**src/rtl/clk_div_sched_if.sv**
```systemverilog
// Control/status bundle for clk_div_sched: run request, divisor handshake,
// and the divided-clock status outputs.
interface clk_div_sched_if #(
    parameter int W = 16
);
    logic         run;
    logic         cfg_valid;
    logic [W-1:0] cfg_div;
    logic         cfg_ready;
    logic         tick;
    logic         phase;
    logic [W-1:0] cur_div;
    logic         cfg_err;
    logic         busy;

    modport master (
        output run, cfg_valid, cfg_div,
        input  cfg_ready, tick, phase, cur_div, cfg_err, busy
    );

    modport slave (
        input  run, cfg_valid, cfg_div,
        output cfg_ready, tick, phase, cur_div, cfg_err, busy
    );
endinterface

```
**src/rtl/clk_div_sched.sv**
```systemverilog
// Programmable clock-enable divider: tick/phase pulses every cur_div cycles,
// with a one-deep pending divisor applied only on period boundaries.
module clk_div_sched #(
    parameter int          W       = 16,
    parameter int unsigned DEF_DIV = 5
) (
    input  logic            clk_in,
    input  logic            reset,
    clk_div_sched_if.slave  bus
);

    typedef enum logic {
        IDLE = 1'b0,
        RUN  = 1'b1
    } state_t;

    localparam logic [W-1:0] DEF_DIV_W = W'(DEF_DIV);

    state_t       state_q, state_n;
    logic [W-1:0] cnt_q, cnt_n;
    logic [W-1:0] cur_div_q, cur_div_n;
    logic         pend_vld_q, pend_vld_n;
    logic [W-1:0] pend_div_q, pend_div_n;

    // Output flops: each holds the decode of the *next* state so outputs
    // never depend combinationally on inputs.
    logic         tick_q, tick_n;
    logic         phase_q, phase_n;
    logic         busy_q, busy_n;
    logic         cfg_err_q, cfg_err_n;
    logic         cfg_ready_q, cfg_ready_n;

    logic         hs;
    logic         wrap;
    logic [W:0]   half_n;

    always_comb begin
        // NOTE: every signal gets a default first so no path leaves it unassigned (no latches).
        state_n    = state_q;
        cnt_n      = cnt_q;
        cur_div_n  = cur_div_q;
        pend_vld_n = pend_vld_q;
        pend_div_n = pend_div_q;

        hs   = bus.cfg_valid && cfg_ready_q;
        wrap = (cnt_q == (cur_div_q - W'(1)));

        case (state_q)
            IDLE: begin
                if (pend_vld_q) begin
                    cur_div_n  = pend_div_q;
                    pend_vld_n = 1'b0;
                end
                cnt_n = '0;
                if (bus.run) begin
                    state_n = RUN;
                end
            end
            RUN: begin
                if (!bus.run) begin
                    state_n = IDLE;
                    cnt_n   = '0;
                end else if (wrap) begin
                    cnt_n = '0;
                    if (pend_vld_q) begin
                        cur_div_n  = pend_div_q;
                        pend_vld_n = 1'b0;
                    end
                end else begin
                    cnt_n = cnt_q + W'(1);
                end
            end
            default: begin
                state_n = IDLE;
                cnt_n   = '0;
            end
        endcase

        // A handshake only happens with the pending slot empty, so it can never
        // collide with an apply above; a divisor taken on a wrap waits a period.
        if (hs && (bus.cfg_div >= W'(2))) begin
            pend_vld_n = 1'b1;
            pend_div_n = bus.cfg_div;
        end
        cfg_err_n = hs && (bus.cfg_div < W'(2));

        // Extra bit keeps (div+1)>>1 correct at div = 2^W-1.
        half_n      = ({1'b0, cur_div_n} + (W + 1)'(1)) >> 1;
        tick_n      = (state_n == RUN) && (cnt_n == '0);
        phase_n     = (state_n == RUN) && ({1'b0, cnt_n} < half_n);
        busy_n      = (state_n == RUN);
        cfg_ready_n = !pend_vld_n;
    end

    // NOTE: sequential state uses non-blocking assignments so every flop samples pre-edge values.
    always_ff @(posedge clk_in) begin
        if (reset) begin
            state_q     <= IDLE;
            cnt_q       <= '0;
            cur_div_q   <= DEF_DIV_W;
            pend_vld_q  <= 1'b0;
            pend_div_q  <= DEF_DIV_W;
            tick_q      <= 1'b0;
            phase_q     <= 1'b0;
            busy_q      <= 1'b0;
            cfg_err_q   <= 1'b0;
            cfg_ready_q <= 1'b1;
        end else begin
            state_q     <= state_n;
            cnt_q       <= cnt_n;
            cur_div_q   <= cur_div_n;
            pend_vld_q  <= pend_vld_n;
            pend_div_q  <= pend_div_n;
            tick_q      <= tick_n;
            phase_q     <= phase_n;
            busy_q      <= busy_n;
            cfg_err_q   <= cfg_err_n;
            cfg_ready_q <= cfg_ready_n;
        end
    end

    assign bus.tick      = tick_q;
    assign bus.phase     = phase_q;
    assign bus.busy      = busy_q;
    assign bus.cfg_err   = cfg_err_q;
    assign bus.cfg_ready = cfg_ready_q;
    assign bus.cur_div   = cur_div_q;

endmodule

```
**src/flat_wrapper.sv**
```systemverilog
// flat-port wrapper written by rule: the top's interface ports become plain ports
module clk_div_sched_flat 
#(
    parameter int          W       = 16,
    parameter int unsigned DEF_DIV = 5
)
  (clk_in, reset, bus_run, bus_cfg_valid, bus_cfg_div, bus_cfg_ready, bus_tick, bus_phase, bus_cur_div, bus_cfg_err, bus_busy);
  clk_div_sched_if #(.W(W)) bus_i ();
  input  logic clk_in;
  input  logic reset;
  input wire logic [$bits(bus_i.run)-1:0] bus_run;
  input wire logic [$bits(bus_i.cfg_valid)-1:0] bus_cfg_valid;
  input wire logic [$bits(bus_i.cfg_div)-1:0] bus_cfg_div;
  output wire logic [$bits(bus_i.cfg_ready)-1:0] bus_cfg_ready;
  output wire logic [$bits(bus_i.tick)-1:0] bus_tick;
  output wire logic [$bits(bus_i.phase)-1:0] bus_phase;
  output wire logic [$bits(bus_i.cur_div)-1:0] bus_cur_div;
  output wire logic [$bits(bus_i.cfg_err)-1:0] bus_cfg_err;
  output wire logic [$bits(bus_i.busy)-1:0] bus_busy;
  assign bus_i.run = bus_run;
  assign bus_i.cfg_valid = bus_cfg_valid;
  assign bus_i.cfg_div = bus_cfg_div;
  assign bus_cfg_ready = bus_i.cfg_ready;
  assign bus_tick = bus_i.tick;
  assign bus_phase = bus_i.phase;
  assign bus_cur_div = bus_i.cur_div;
  assign bus_cfg_err = bus_i.cfg_err;
  assign bus_busy = bus_i.busy;
  clk_div_sched #(.W(W), .DEF_DIV(DEF_DIV)) u_core (.clk_in(clk_in), .reset(reset), .bus(bus_i));
endmodule
```
**config.mk**
```make
export PLATFORM = sky130hd
export DESIGN_NAME = clk_div_sched_flat
export DESIGN_NICKNAME = d
export VERILOG_FILES = /design/src/rtl/clk_div_sched_if.sv /design/src/rtl/clk_div_sched.sv /design/src/flat_wrapper.sv
export SDC_FILE = /design/constraint.sdc
export NUM_CORES = 1
export LEC_CHECK = 0
export BUFFER_PORTS_ARGS = -buffer_cell sky130_fd_sc_hd__buf_2
export CAP_MARGIN = 20
export CORE_ASPECT_RATIO = 2
export CORE_MARGIN = 2
export CORE_UTILIZATION = 59
export DETAILED_ROUTE_END_ITERATION = 12
export PLACE_DENSITY = 0.9
export SLEW_MARGIN = 20
export SYNTH_ARGS = -nofsm -noshare
export SYNTH_HDL_FRONTEND = slang
export SYNTH_SLANG_ARGS = --single-unit
```
**constraint.sdc**
```tcl
create_clock -name clk_in -period 5.7 [get_ports clk_in]
set_input_delay 0.855 -clock clk_in [delete_from_list [all_inputs] [get_ports clk_in]]
set_output_delay 0.855 -clock clk_in [all_outputs]
set_load 0.01 [all_outputs]
```
## Yosys cells after proc, flatten, opt, wreduce, memory -nomap -nowiden

Cells that the tools add are included.

- Reductions and logical operators: 7
- Eq/ne operators: 1
- Add/sub/neg operators: 3
- Order comparisons: 3
- Bitwise gates (word level): 1
- Muxes and demuxes: 12

Operators by type and width:

| cell | number |
|---|---|
| 16-bit 2-to-1 mux | 5 |
| 16-bit case mux with 2 select lines | 2 |
| 16-bit by 1-bit adder with 17-bit output, second input constant | 1 |
| 16-bit by 1-bit adder with 16-bit output, second input constant | 1 |
| 16-bit == test | 1 |
| 16-bit by 2-bit greater-or-equal comparator with 1-bit output, second input constant | 1 |
| 16-bit zero test | 1 |
| 16-bit less-than comparator | 1 |
| 16-bit by 2-bit less-than comparator with 1-bit output, second input constant | 1 |
| 16-bit by 1-bit subtractor with 16-bit output, second input constant | 1 |
| 1-bit logical AND | 5 |
| 1-bit 2-to-1 mux | 4 |
| 1-bit case mux with 2 select lines | 1 |
| 1-bit zero test | 1 |
| 1-bit NOT | 1 |

- Output and inout port bits: 21
- Flip-flop bits (word level): 54
- Logic and storage cells: 36

## Logic depth before layout (Yosys ltp)

Gate-level depths: netlist of run 1.

- Depth after elaboration: 8
- Gate-level depth with buffers: 23
- Gate-level depth less buffers: 23

## Worst setup path after synthesis of run 1

No wires, ideal clock.

- Kind: register -> register
- Start: reg u_core.cur_div_q[0] (netlist: u_core.bus.cur_div[0])
- End: reg u_core.phase_q (netlist: u_core.bus.phase)
- Path buffers: 0
- Data required time: 5577 ps
- Clock period less this slack: 4699 ps
- Cell stages (with the launch flop): 24
- Slack: 1001 ps
- Data arrival time: 4576 ps
- Cells stage by stage: dfxtp_1 -> inv_1 -> ha_1 -> or3b_4 -> or3_1 -> a21oi_2 -> o2111ai_1 -> o41ai_4 -> mux2_4 -> ha_1 -> nand2_1 -> nor2_1 -> nand2_1 -> xor2_1 -> nor2_1 -> a21oi_1 -> ha_1 -> nand4_1 -> nor3_1 -> nand2_1 -> and4b_1 -> o211ai_1 -> o21bai_1 -> o41ai_1

- Longest elaborated chain between the ends: 8

RTL lines:

| what | RTL line | text |
|---|---|---|
| start, declared | clk_div_sched.sv:21 | `logic [W-1:0] cur_div_q, cur_div_n;` |
| start signal, assigned | clk_div_sched.sv:111 | `cur_div_q <= cur_div_n;` |
| 16-bit by 1-bit subtractor with 16-bit output | clk_div_sched.sv:46 | `wrap = (cnt_q == (cur_div_q - W'(1)));` |
| 16-bit == test | clk_div_sched.sv:46 |  |
| 16-bit 2-to-1 mux | clk_div_sched.sv:63 | `end else if (wrap) begin` |
| 16-bit 2-to-1 mux | clk_div_sched.sv:60 | `if (!bus.run) begin` |
| 16-bit case mux with 2 select lines | clk_div_sched.sv:48 | `case (state_q)` |
| via u_core.cur_div_n[1] | clk_div_sched.sv:21 |  |
| 16-bit by 1-bit adder with 17-bit output | clk_div_sched.sv:88 | `half_n = ({1'b0, cur_div_n} + (W + 1)'(1)) >> 1;` |
| 16-bit less-than comparator | clk_div_sched.sv:90 | `phase_n = (state_n == RUN) && ({1'b0, cnt_n} < half_n);` |
| 1-bit logical AND | clk_div_sched.sv:90 |  |
| end signal, assigned | clk_div_sched.sv:115 | `phase_q <= phase_n;` |
| end, declared | clk_div_sched.sv:28 | `logic phase_q, phase_n;` |

The timed path passes the listed nets, and every way through them passes these cells.
A chain may end at the register's enable or synchronous reset.

## Final worst setup path of run 1

- Start: reg u_core.cur_div_q[0] (netlist: u_core.bus.cur_div[0])
- End: reg u_core.phase_q (netlist: u_core.bus.phase)

- Longest elaborated chain between the ends: 8

RTL lines:

| what | RTL line |
|---|---|
| 16-bit by 1-bit subtractor with 16-bit output | clk_div_sched.sv:46 |
| 16-bit == test | clk_div_sched.sv:46 |
| 16-bit 2-to-1 mux | clk_div_sched.sv:63 |
| 16-bit 2-to-1 mux | clk_div_sched.sv:60 |
| 16-bit case mux with 2 select lines (*) | clk_div_sched.sv:48 |
| via u_core.cur_div_n[0] | clk_div_sched.sv:21 |
| 16-bit by 1-bit adder with 17-bit output (*) | clk_div_sched.sv:88 |
| 16-bit less-than comparator (*) | clk_div_sched.sv:90 |
| 1-bit logical AND (*) | clk_div_sched.sv:90 |

Mark *: on every way through the listed nets, which the timed path passes. The rest lies on a longest branch.

==> results by group, run 1 <==
Run status
  • Status: finished clean

Logic synthesis
  • Synth cell types: 52
  • Most frequent cell after synthesis: nor2_1
  • Post-synth top cells: 78 x nor2_1, 54 x dfxtp_1, 33 x nand2_1
  • Share of the synthesized area in the top cell type: 0.285
  • Cell taking the most area after synthesis: dfxtp_1
  • Warnings, synthesis: 0
  • Synth top area cells: dfxtp_1 29%, mux2i_1 7.9%, nor2_1 7.7%
  • Cell Area, Synth: 0.00379 mm2
  • Ys flop type: dfxtp_1
  • Synth async-reset ratio: 0
  • EDFF count, synth: 0
  • Syn_nets: 511
  • Seq/Total Area, Yosys: 0.285
  • Synthesized area per cell: 8.02 um2
  • Post-Synthesis Cells: 473
  • Synthesized flop and latch total: 54

Final layout
  • Fillcell total: 537
  • Post-route cell area: 0.00414 mm2
  • Register Area: 0.00108 mm2
  • Final net count: 529
  • Multi-input logic area: 0.00254 mm2
  • Layout cells sized above 1: 0.128
  • Synthesis-to-layout area growth: 9.14%
  • Inserted Diodes: 0

Routing
  • Post-DRT Antenna Nets: 0
  • Iter 0 DRT Violations: 151
  • First drt pass iteration count: 4
  • Routed wire per std cell: 18.1 um
  • Residual DRC: 0
  • DRT Wirelength: 10.5 mm
  • Avg Vias per Cell: 6.17
  • Vias: 3567

Critical path
  • Req. time, crit path: 5890 ps
  • Crit path arrival time: 5400 ps
  • CP cell instances: inv_1 > ha_1 > nor3b_1 > nand4b_1 > a31oi_1 > o2111ai_1 > o41ai_4 > mux2_4 > ha_1 > nand2_1 > nor2_1 > nand2_1 > xor2_1 > nor2_1 > a21oi_1 > ha_1 > nand4_1 > nor3_1 > nand2_1 > and4b_1 > o211ai_1 > o21bai_1 > o41ai_1
  • CP Max Fanout: 8
  • Delay-heaviest family, CP: simple AND/OR/NAND/NOR gates
  • Worst setup SP type: flip-flop
  • Buffers & Inverters on Critical Path: 1
  • Slowest stage cell, crit path: nor3b_1
  • Crit end category: flip-flop
  • Type of the worst setup path: reg -> reg
  • Slowest stage delay, CP: 510 ps

Power and ir drop
  • P_leak: 0.00173 uW
  • Internal power: 637 uW
  • NetSw: 227 uW
  • Tot Pwr: 864 uW
  • Max rail drop VDD: 0.243 mV
  • Power share of the clock group: 0.395
  • Sw Ratio: 0.263
  • Sequential share of power: 0.476
  • Combinational Power Share: 0.130
  • Power per cell area: 209 mW/mm2

Floorplan
  • Chip height: 117 um
  • I/O Pins: 41
  • CORE AREA: 0.00626 mm2
  • Site Rows: 41
  • Die area: 0.00712 mm2
  • Initial core utilization: 0.606
  • DIE WIDTH: 60.7 um

CTS
  • CTS Hold Bufs: 0
  • Clk_lat worst skew: 300 ps
  • CTS root buffer: clkbuf_16
  • CTS tree: built
  • Cts repair resizes: 0
  • TritonCTS buffer count: 5
  • Clk slew on worst S/H paths: 70 ps
  • H-tree levels: 2
  • TritonCTS Sinks: 54
  • Post-CTS setup buffer count: 0
  • Clock Tree Buf Depth: 2

Timing
  • Slew @ Worst Pin: 1070 ps
  • Headroom to the max-slew limit: 0.280
  • Tcrit/Tclk final: 0.914
  • Final hold vios: 0
  • Min Tclk post-route: 5210 ps
  • Fin. max-slew vios: 0
  • RSZ-0062 raised after global routing: false
  • Skew final: 8.43 ps
  • Setup_tns: 0 ps
  • Hold slack: 489 ps
  • Final setup fails: 0
  • Max Freq: 192 MHz

Global route
  • Grt ovf: 0
  • Vias in the first global route: 3552
  • Gr usage total: 0.311
  • Largest net degree at the start of global routing: 47
  • Initial antenna violation count: 0
  • Global-route wire length before repair: 16.8 mm

Flow run
  • Max Cap Violations: 0

Placement
  • Cell Area, Placed: 0.00397 mm2
  • Port bufs: 40
  • Final HPWL DP: 7.99 mm
  • Gpl congestion: 0.954

Worst hold path
  • Hold crit path type: reg -> reg
==> layout by cell type (no fill, tap or decap), types with 2 or more instances in the layout <==
cell,Yosys,routed
a31oi_1,3,3
o22ai_1,2,2
nor3_1,26,26
clkbuf_16,0,5
mux2i_1,30,30
nor4_2,2,2
nor2b_1,3,2
buf_2,8,40
a21o_1,6,6
nand3_1,27,27
inv_1,9,9
nand2_1,33,33
or4_4,2,2
and3_1,9,9
and2_1,5,5
o31ai_1,3,3
o21ai_0,6,6
nand4_1,10,10
mux2_4,2,2
o2111ai_1,2,2
clkbuf_8,0,3
xnor2_1,28,28
o211ai_1,4,4
dfxtp_1,54,54
o211a_1,2,2
nor4_1,4,4
or3_1,3,3
nand2b_1,3,3
ha_1,18,18
a21oi_1,16,16
and4_1,6,6
xor2_1,28,28
nor2_1,78,78
==> stage by stage <==
stage / instances / setup WS [ps] / util
after floorplan: 473 / 1000 / -
after global placement: 570 / 898 / 0.635
after detailed placement: 570 / 683 / 0.635
after CTS: 578 / 619 / 0.661
after global routing: 578 / 115 / 0.661
final: 578 / 492 / 0.661
==> power by group through the flow <==
| stage | Sequential [uW] | Clock, uW | Combinational, uW |
|---|---|---|---|
| final | 411 | 341 | 112 |
| after global routing | 413 | 353 | 122 |
| after CTS | 410 | 341 | 111 |
| after detailed placement | 419 | 0 | 110 |
| after global placement | 418 | 0 | 107 |
| after floorplan | 411 | 0 | 85.5 |
==> logic make-up (layout without fill, tap and decap cells) <==
kind of cell,after synthesis,in the layout,share of synthesized area
simple gates,219,219,0.286
fa+ha+maj,18,18,0.0594
mux,32,32,0.0871
xor+xnor,56,56,0.129
compound gates,55,55,0.108
buf+inv,39,58,0.0452
flops,54,54,0.285
==> tightest hold or removal path, stage by stage (launching register included) <==
cell and delay (ps):
dfxtp_1 310, nand2_1 80, nor3_1 40
==> metal layers <==
layer | track usage | wire, um
met3 | 0.0463 | 418
met5 | 0 | 0
met4 | 0.200 | 672
met2 | 0.542 | 5680
met1 | 0.322 | 3710
==> area by class of cell <==
cell class,count,area share
multi-input combinational,380,0.614
sequential,54,0.261
timing repair buffer,41,0.0502
clock buffer,8,0.0402
tap,86,0.0260
inverter,9,0.00816
==> path summary, 6_finish.rpt <==
kind	start	endpoint	slack, ps	depth (start not counted)
worst max-delay path	u_core.bus.cur_div[0]	u_core.bus.phase	490	23
worst min-delay path	u_core.bus.cfg_ready	u_core.bus.cfg_err	490	2
worst max register to register	u_core.bus.cur_div[0]	u_core.bus.phase	490	23
worst min register to register	u_core.bus.cfg_ready	u_core.bus.cfg_err	490	2
==> flip-flops by register name (all words and copies together) (netlist names) <==
register / flops
u_core.bus.cfg_err: 1
u_core.bus.cfg_ready: 1
u_core.bus.cur_div: 16
u_core.bus.phase: 1
u_core.bus.tick: 1
u_core.cnt_q: 16
u_core.pend_div_q: 16
u_core.pend_vld_q: 1
u_core.state_q: 1
No activity file was read; power rests on OpenSTA's default activity.
==> inputs of run 2 (changes only) <==
BUFFER_PORTS_ARGS = default   (was -buffer_cell sky130_fd_sc_hd__buf_2)
CORE_UTILIZATION = 64   (was 59)
DONT_BUFFER_PORTS = 1   (was default)
==> run 2 against run 1 <==
  * Via count shrank 3.1%
  * Largest cell class unchanged
  * Global-route usage up 2.7 points
  * Core utilization rose by 2.8 points
  * Highest routed layer unchanged
  * Register-to-register slack barely moved
==> results by group, run 2 (synthesis results as in run 1) <==
Run status
  • Status: finished clean

Floorplan
  • Initial core utilization: 0.664 (+0.0583)
  • Chip height: 113 um (-3.9%)
  • CORE AREA: 0.00571 mm2 (-8.8%)
  • I/O Pins: 41 (unchanged)
  • DIE WIDTH: 58.4 um (-3.7%)
  • Site Rows: 39 (-4.9%)
  • Die area: 0.00659 mm2 (-7.4%)

Timing
  • Tcrit/Tclk final: 0.915 (+0.00103)
  • Final setup fails: 0 (unchanged)
  • Headroom to the max-slew limit: 0.311 (+0.0311)
  • Slew @ Worst Pin: 1030 ps (-46.5 ps)
  • Min Tclk post-route: 5210 ps (+5.84 ps)
  • Skew final: 6.25 ps (-2.18 ps)
  • Fin. max-slew vios: 0 (unchanged)
  • Max Freq: 192 MHz (-0.11%)
  • Final hold vios: 0 (unchanged)
  • Setup_tns: 0 ps (unchanged)
  • RSZ-0062 raised after global routing: false

Routing
  • First drt pass iteration count: 4 (unchanged)
  • Post-DRT Antenna Nets: 0 (unchanged)
  • Routed wire per std cell: 20.5 um (+13%)
  • Iter 0 DRT Violations: 147 (-2.6%)
  • Avg Vias per Cell: 6.71 (+8.8%)
  • DRT Wirelength: 10.6 mm (+0.73%)
  • Vias: 3457 (-3.1%)
  • Residual DRC: 0 (unchanged)

Critical path
  • Worst setup SP type: flip-flop
  • Buffers & Inverters on Critical Path: 1 (unchanged)
  • Type of the worst setup path: reg -> reg
  • Slowest stage cell, crit path: o41ai_4
  • CP Max Fanout: 8 (unchanged)
  • Crit path arrival time: 5400 ps (about the same)
  • Req. time, crit path: 5890 ps (about the same)
  • Slowest stage delay, CP: 500 ps (about the same)
  • CP cell instances: inv_1 > ha_1 > or3b_4 > or3_1 > a21oi_2 > o2111ai_1 > o41ai_4 > mux2_4 > ha_1 > nand2_1 > nor2_1 > nand2_1 > xor2_1 > nor2_1 > a21oi_1 > ha_1 > nand4_1 > nor3_1 > nand2_1 > and4b_1 > o211ai_1 > o21bai_1 > o41ai_1
  • Delay-heaviest family, CP: simple AND/OR/NAND/NOR gates
  • Crit end category: flip-flop

Final layout
  • Most common library cell in the layout ignoring fill and taps: nor2_1
  • Final net count: 491 (-7.2%)
  • Synthesis-to-layout area growth: 3.73%
  • Layout cells sized above 1: 0.0551 (-0.0730)
  • Most frequent cells in the layout: 78 x nor2_1, 54 x dfxtp_1, 33 x nand2_1, 30 x mux2i_1
  • Post-route cell area: 0.00393 mm2 (-5.0%)
  • Inserted Diodes: 0 (unchanged)

Global route
  • Grt ovf: 0 (unchanged)
  • Global route hottest layer: met2
  • GR Util met1: 0.342 (+0.0210)
  • Met2 GRT Util: 0.589 (+0.0471)
  • Vias in the first global route: 3513 (-1.1%)
  • M3 GR Usage: 0.0571 (+0.0108)
  • Initial antenna violation count: 0 (unchanged)
  • Gr usage total: 0.338 (+0.0269)
  • Largest net degree at the start of global routing: 47 (unchanged)
  • Global-route wire length before repair: 17.0 mm (+0.86%)

Placement
  • Port bufs: 0 (-100%)
  • Cell Area, Placed: 0.00376 mm2 (-5.4%)
  • Gpl congestion: 0.927 (-2.9%)
  • Final HPWL DP: 7.97 mm (-0.20%)

Power and ir drop
  • Max rail drop VDD: 0.265 mV (+9.2%)
  • P_leak: 0.00157 uW (-9.4%)
  • Power per cell area: 220 mW/mm2 (+5.2%)
  • Tot Pwr: 864 uW (unchanged)

CTS
  • H-tree levels: 2 (unchanged)
  • CTS root buffer: clkbuf_16
  • Clk slew on worst S/H paths: 70 ps (about the same)
  • Clk_lat worst skew: 300 ps (about the same)
  • TritonCTS Sinks: 54 (unchanged)
  • CTS tree: built
  • Post-CTS setup buffer count: 0 (unchanged)
  • TritonCTS buffer count: 5 (unchanged)
  • Clock Tree Buf Depth: 2 (unchanged)

Flow run
  • Max Cap Violations: 0 (unchanged)

Worst hold path
  • Hold crit path type: reg -> reg
[run 2: area by class of cell]
| type | instances | area [um2] |
|---|---|---|
| Tap cell | 61 | 76.3 |
| Sequential cell | 54 | 1080 |
| Multi-Input combinational cell | 380 | 2550 |
| Clock buffer | 5 | 125 |
| Inverter | 9 | 33.8 |
| Timing Repair Buffer | 3 | 22.5 |
| Clock inverter | 3 | 43.8 |
| Fill cell | 448 | 1780 |
[run 2: path summary, 6_finish.rpt]
| path | startpoint | endpoint | slack [ps] | cells after the start |
|---|---|---|---|---|
| hold / removal | u_core.pend_vld_q | u_core.bus.cfg_ready | 540 | 1 |
| hold reg to reg | u_core.pend_vld_q | u_core.bus.cfg_ready | 540 | 1 |
| setup reg to reg | u_core.bus.cur_div[0] | u_core.bus.phase | 490 | 23 |
| setup / recovery | u_core.bus.cur_div[0] | u_core.bus.phase | 490 | 23 |
[run 2: layer usage]
| metal | vias up | wire, um |
|---|---|---|
| met2 | 151 | 5670 |
| met5 | - | 0 |
| met3 | 51 | 512 |
| met1 | 1634 | 3640 |
| li1 | 1621 | - |
| met4 | 0 | 734 |
[run 2: power breakdown]
part | total, uW | switching, uW | internal [uW]
sequential | 414 | 24.2 | 390
combinational | 92.8 | 52.0 | 40.8
clock | 357 | 148 | 208
total | 864 | 224 | 639
[run 2: metrics by stage]
step / setup slack, ps / hold WS, ps / utilization / instances
2_1_floorplan: 1000 / 453 / - / 473
3_3_place_gp: 622 / 519 / 0.658 / 507
3_5_place_dp: 510 / 503 / 0.658 / 507
4_1_cts: 461 / 537 / 0.687 / 515
5_1_grt: 5.85 / 568 / 0.689 / 515
6_report: 487 / 539 / 0.689 / 515
[run 2: what timing repair did]
item,in CTS,in global routing
gates resized for setup,0,1
setup endpoints to repair,0,1
hold buffers,0,0
hold endpoints to repair,0,0
==> inputs of run 3 (changes only) <==
CORE_UTILIZATION = 65   (was 64)
PLACE_DENSITY = 0.91   (was 0.9)
clock period = 6.7 ns   (was 5.7 ns; I/O delays follow)
==> run 3 against run 2 <==
  * Sequential power down 15%
  * Largest power group unchanged
  * Clock skew up 2.9 ps
  * Sequential share of layout area up 0.16 points
  * Power down 15%
  * Maximum frequency down 2.1%
  * Die area down 1.5%
==> results by group, run 3 (synthesis results as in run 1) <==
Run status
  • Status: finished clean

Critical path
  • Type of the worst setup path: reg -> reg
  • R2r startpoint: u_core.bus.cur_div[0]
  • Req. time, crit path: 6900 ps (+1010 ps)
  • Worst setup SP type: flip-flop
  • Crit end category: flip-flop
  • R2R depth: 23 (unchanged)
  • Crit path launch: u_core.bus.cur_div[0]
  • Crit path arrival time: 5520 ps (+120 ps)
  • CP Max Fanout: 8 (unchanged)

CTS
  • Post-CTS setup buffer count: 0 (unchanged)
  • Clk slew on worst S/H paths: 70 ps (about the same)
  • Clk_lat worst skew: 310 ps (about the same)
  • Clock Tree Buf Depth: 2 (unchanged)
  • TritonCTS buffer count: 5 (unchanged)
  • H-tree levels: 2 (unchanged)
  • CTS tree: built
  • CTS root buffer: clkbuf_16
  • CTS Hold Bufs: 0 (unchanged)
  • Cts repair resizes: 0 (unchanged)
  • TritonCTS Sinks: 54 (unchanged)

Global route
  • Gr usage total: 0.339 (+0.00104)
  • Vias in the first global route: 3592 (+2.2%)
  • Grt ovf: 0 (unchanged)
  • Largest net degree at the start of global routing: 47 (unchanged)
  • Initial antenna violation count: 0 (unchanged)
  • Global-route wire length before repair: 16.8 mm (-1.1%)

Placement
  • Final HPWL DP: 7.66 mm (-3.9%)
  • Gpl congestion: 1.01 (+9.1%)
  • Port bufs: 0 (unchanged)

Routing
  • DRT Wirelength: 10.3 mm (-2.8%)
  • Iter 0 DRT Violations: 180 (+22%)
  • Vias: 3493 (+1.0%)
  • Post-DRT Antenna Nets: 0 (unchanged)
  • Routed wire per std cell: 20.0 um (-2.4%)
  • Residual DRC: 0 (unchanged)
  • First drt pass iteration count: 6 (+2)
  • Avg Vias per Cell: 6.81 (+1.4%)

Power and ir drop
  • Max rail drop VDD: 0.279 mV (+5.3%)
  • Internal power: 542 uW (-15%)
  • P_leak: 0.00155 uW (-1.6%)
  • Combinational Power Share: 0.106 (about the same)
  • Power per cell area: 188 mW/mm2 (-15%)
  • Sequential share of power: 0.481 (+0.002)
  • NetSw: 192 uW (-15%)
  • Power share of the clock group: 0.413 (about the same)
  • Sw Ratio: 0.261 (+0.00122)

Floorplan
  • Initial core utilization: 0.670 (+0.00573)
  • Chip height: 112 um (-0.74%)
  • I/O Pins: 41 (unchanged)
  • CORE AREA: 0.00566 mm2 (-0.85%)
  • Die area: 0.00650 mm2 (-1.5%)
  • DIE WIDTH: 58.0 um (-0.72%)
  • Site Rows: 39 (unchanged)

Timing
  • Fin. max-slew vios: 0 (unchanged)
  • Hold slack: 534 ps (-4.65 ps)
  • Min Tclk post-route: 5330 ps (+113 ps)
  • Setup_tns: 0 ps (unchanged)
  • Slew @ Worst Pin: 1040 ps (+12.4 ps)
  • Headroom to the max-slew limit: 0.303 (-0.00829)
  • Tcrit/Tclk final: 0.795 (-0.120)
  • Skew final: 9.17 ps (+2.92 ps)
  • Final setup fails: 0 (unchanged)
  • Final hold vios: 0 (unchanged)
  • RSZ-0062 raised after global routing: false
  • Max Freq: 188 MHz (-2.1%)

Flow run
  • Max Cap Violations: 0 (unchanged)

Final layout
  • Most frequent cells in the layout: 78 x nor2_1, 54 x dfxtp_1, 33 x nand2_1, 30 x mux2i_1
  • Inserted Diodes: 0 (unchanged)
  • Layout cells sized above 1: 0.0509 (-0.00418)
  • Synthesis-to-layout area growth: 3.13%
  • Final net count: 489 (-0.41%)
  • Most common library cell in the layout ignoring fill and taps: nor2_1
  • Fillcell total: 431 (-3.8%)

Worst hold path
  • Cell count of the worst hold path: 1 (unchanged)
  • Worst Hold Launch: u_core.pend_vld_q
  • Hold crit path type: reg -> reg
-- run 3: layout make-up --
type                       instances  area (um2)  area share
sequential                        54        1080       0.276
clock buffer                       5         125      0.0320
timing repair buffer               1        7.51     0.00192
inverter                           9        33.8     0.00864
clock inverter                     3        45.0      0.0115
tap                               61        76.3      0.0195
multi-input combinational        380        2540       0.650
-- run 3: through the flow --
step           cell area [um2]  cells  setup slack, ps  total power (uW)   util
2_1_floorplan             3790    473             2000               423      -
3_3_place_gp              3740    505             1790               432  0.661
3_5_place_dp              3740    505             1580               436  0.661
4_1_cts                   3910    513             1470               730  0.691
5_1_grt                   3910    513             1040               756  0.691
6_report                  3910    513             1370               734  0.691
-- run 3: power groups by stage --
| stage | registers [uW] | clock network, uW | logic [uW] |
|---|---|---|---|
| after floorplan | 350 | 0 | 72.8 |
| after global placement | 359 | 0 | 72.7 |
| after detailed placement | 360 | 0 | 76.0 |
| after CTS | 352 | 302 | 76.4 |
| after global routing | 354 | 316 | 85.0 |
| final | 353 | 303 | 77.8 |
-- run 3: per-layer routing --
layer,GRT usage,up-vias,wire (um)
met5,0,-,0
met4,0.229,0,563
met3,0.0668,59,607
met2,0.607,172,5670
met1,0.334,1653,3420
li1,-,1609,-
-- run 3: worst paths after layout --
check / end / slack [ps]
worst max register to register: u_core.bus.phase / 1370
worst max-delay path: u_core.bus.phase / 1370
worst min register to register: u_core.bus.cfg_ready / 530
worst min-delay path: u_core.bus.cfg_ready / 530
-- run 3: worst max-delay path, cell delays in order (launching register included) --
cell,delay (ps)
dfxtp_1,430
inv_1,100
ha_1,190
nor3b_1,490
a21oi_1,140
nor3_1,320
o2111ai_1,220
o41ai_4,530
mux2_4,250
ha_1,260
nand4_1,210
nor2_1,270
nand2_1,110
xor2_1,150
nand2_1,60
o21ai_0,80
ha_1,320
nand4_1,160
nor3_1,260
nand2_1,70
and4b_1,190
o211ai_1,110
o21bai_1,170
o41ai_1,100
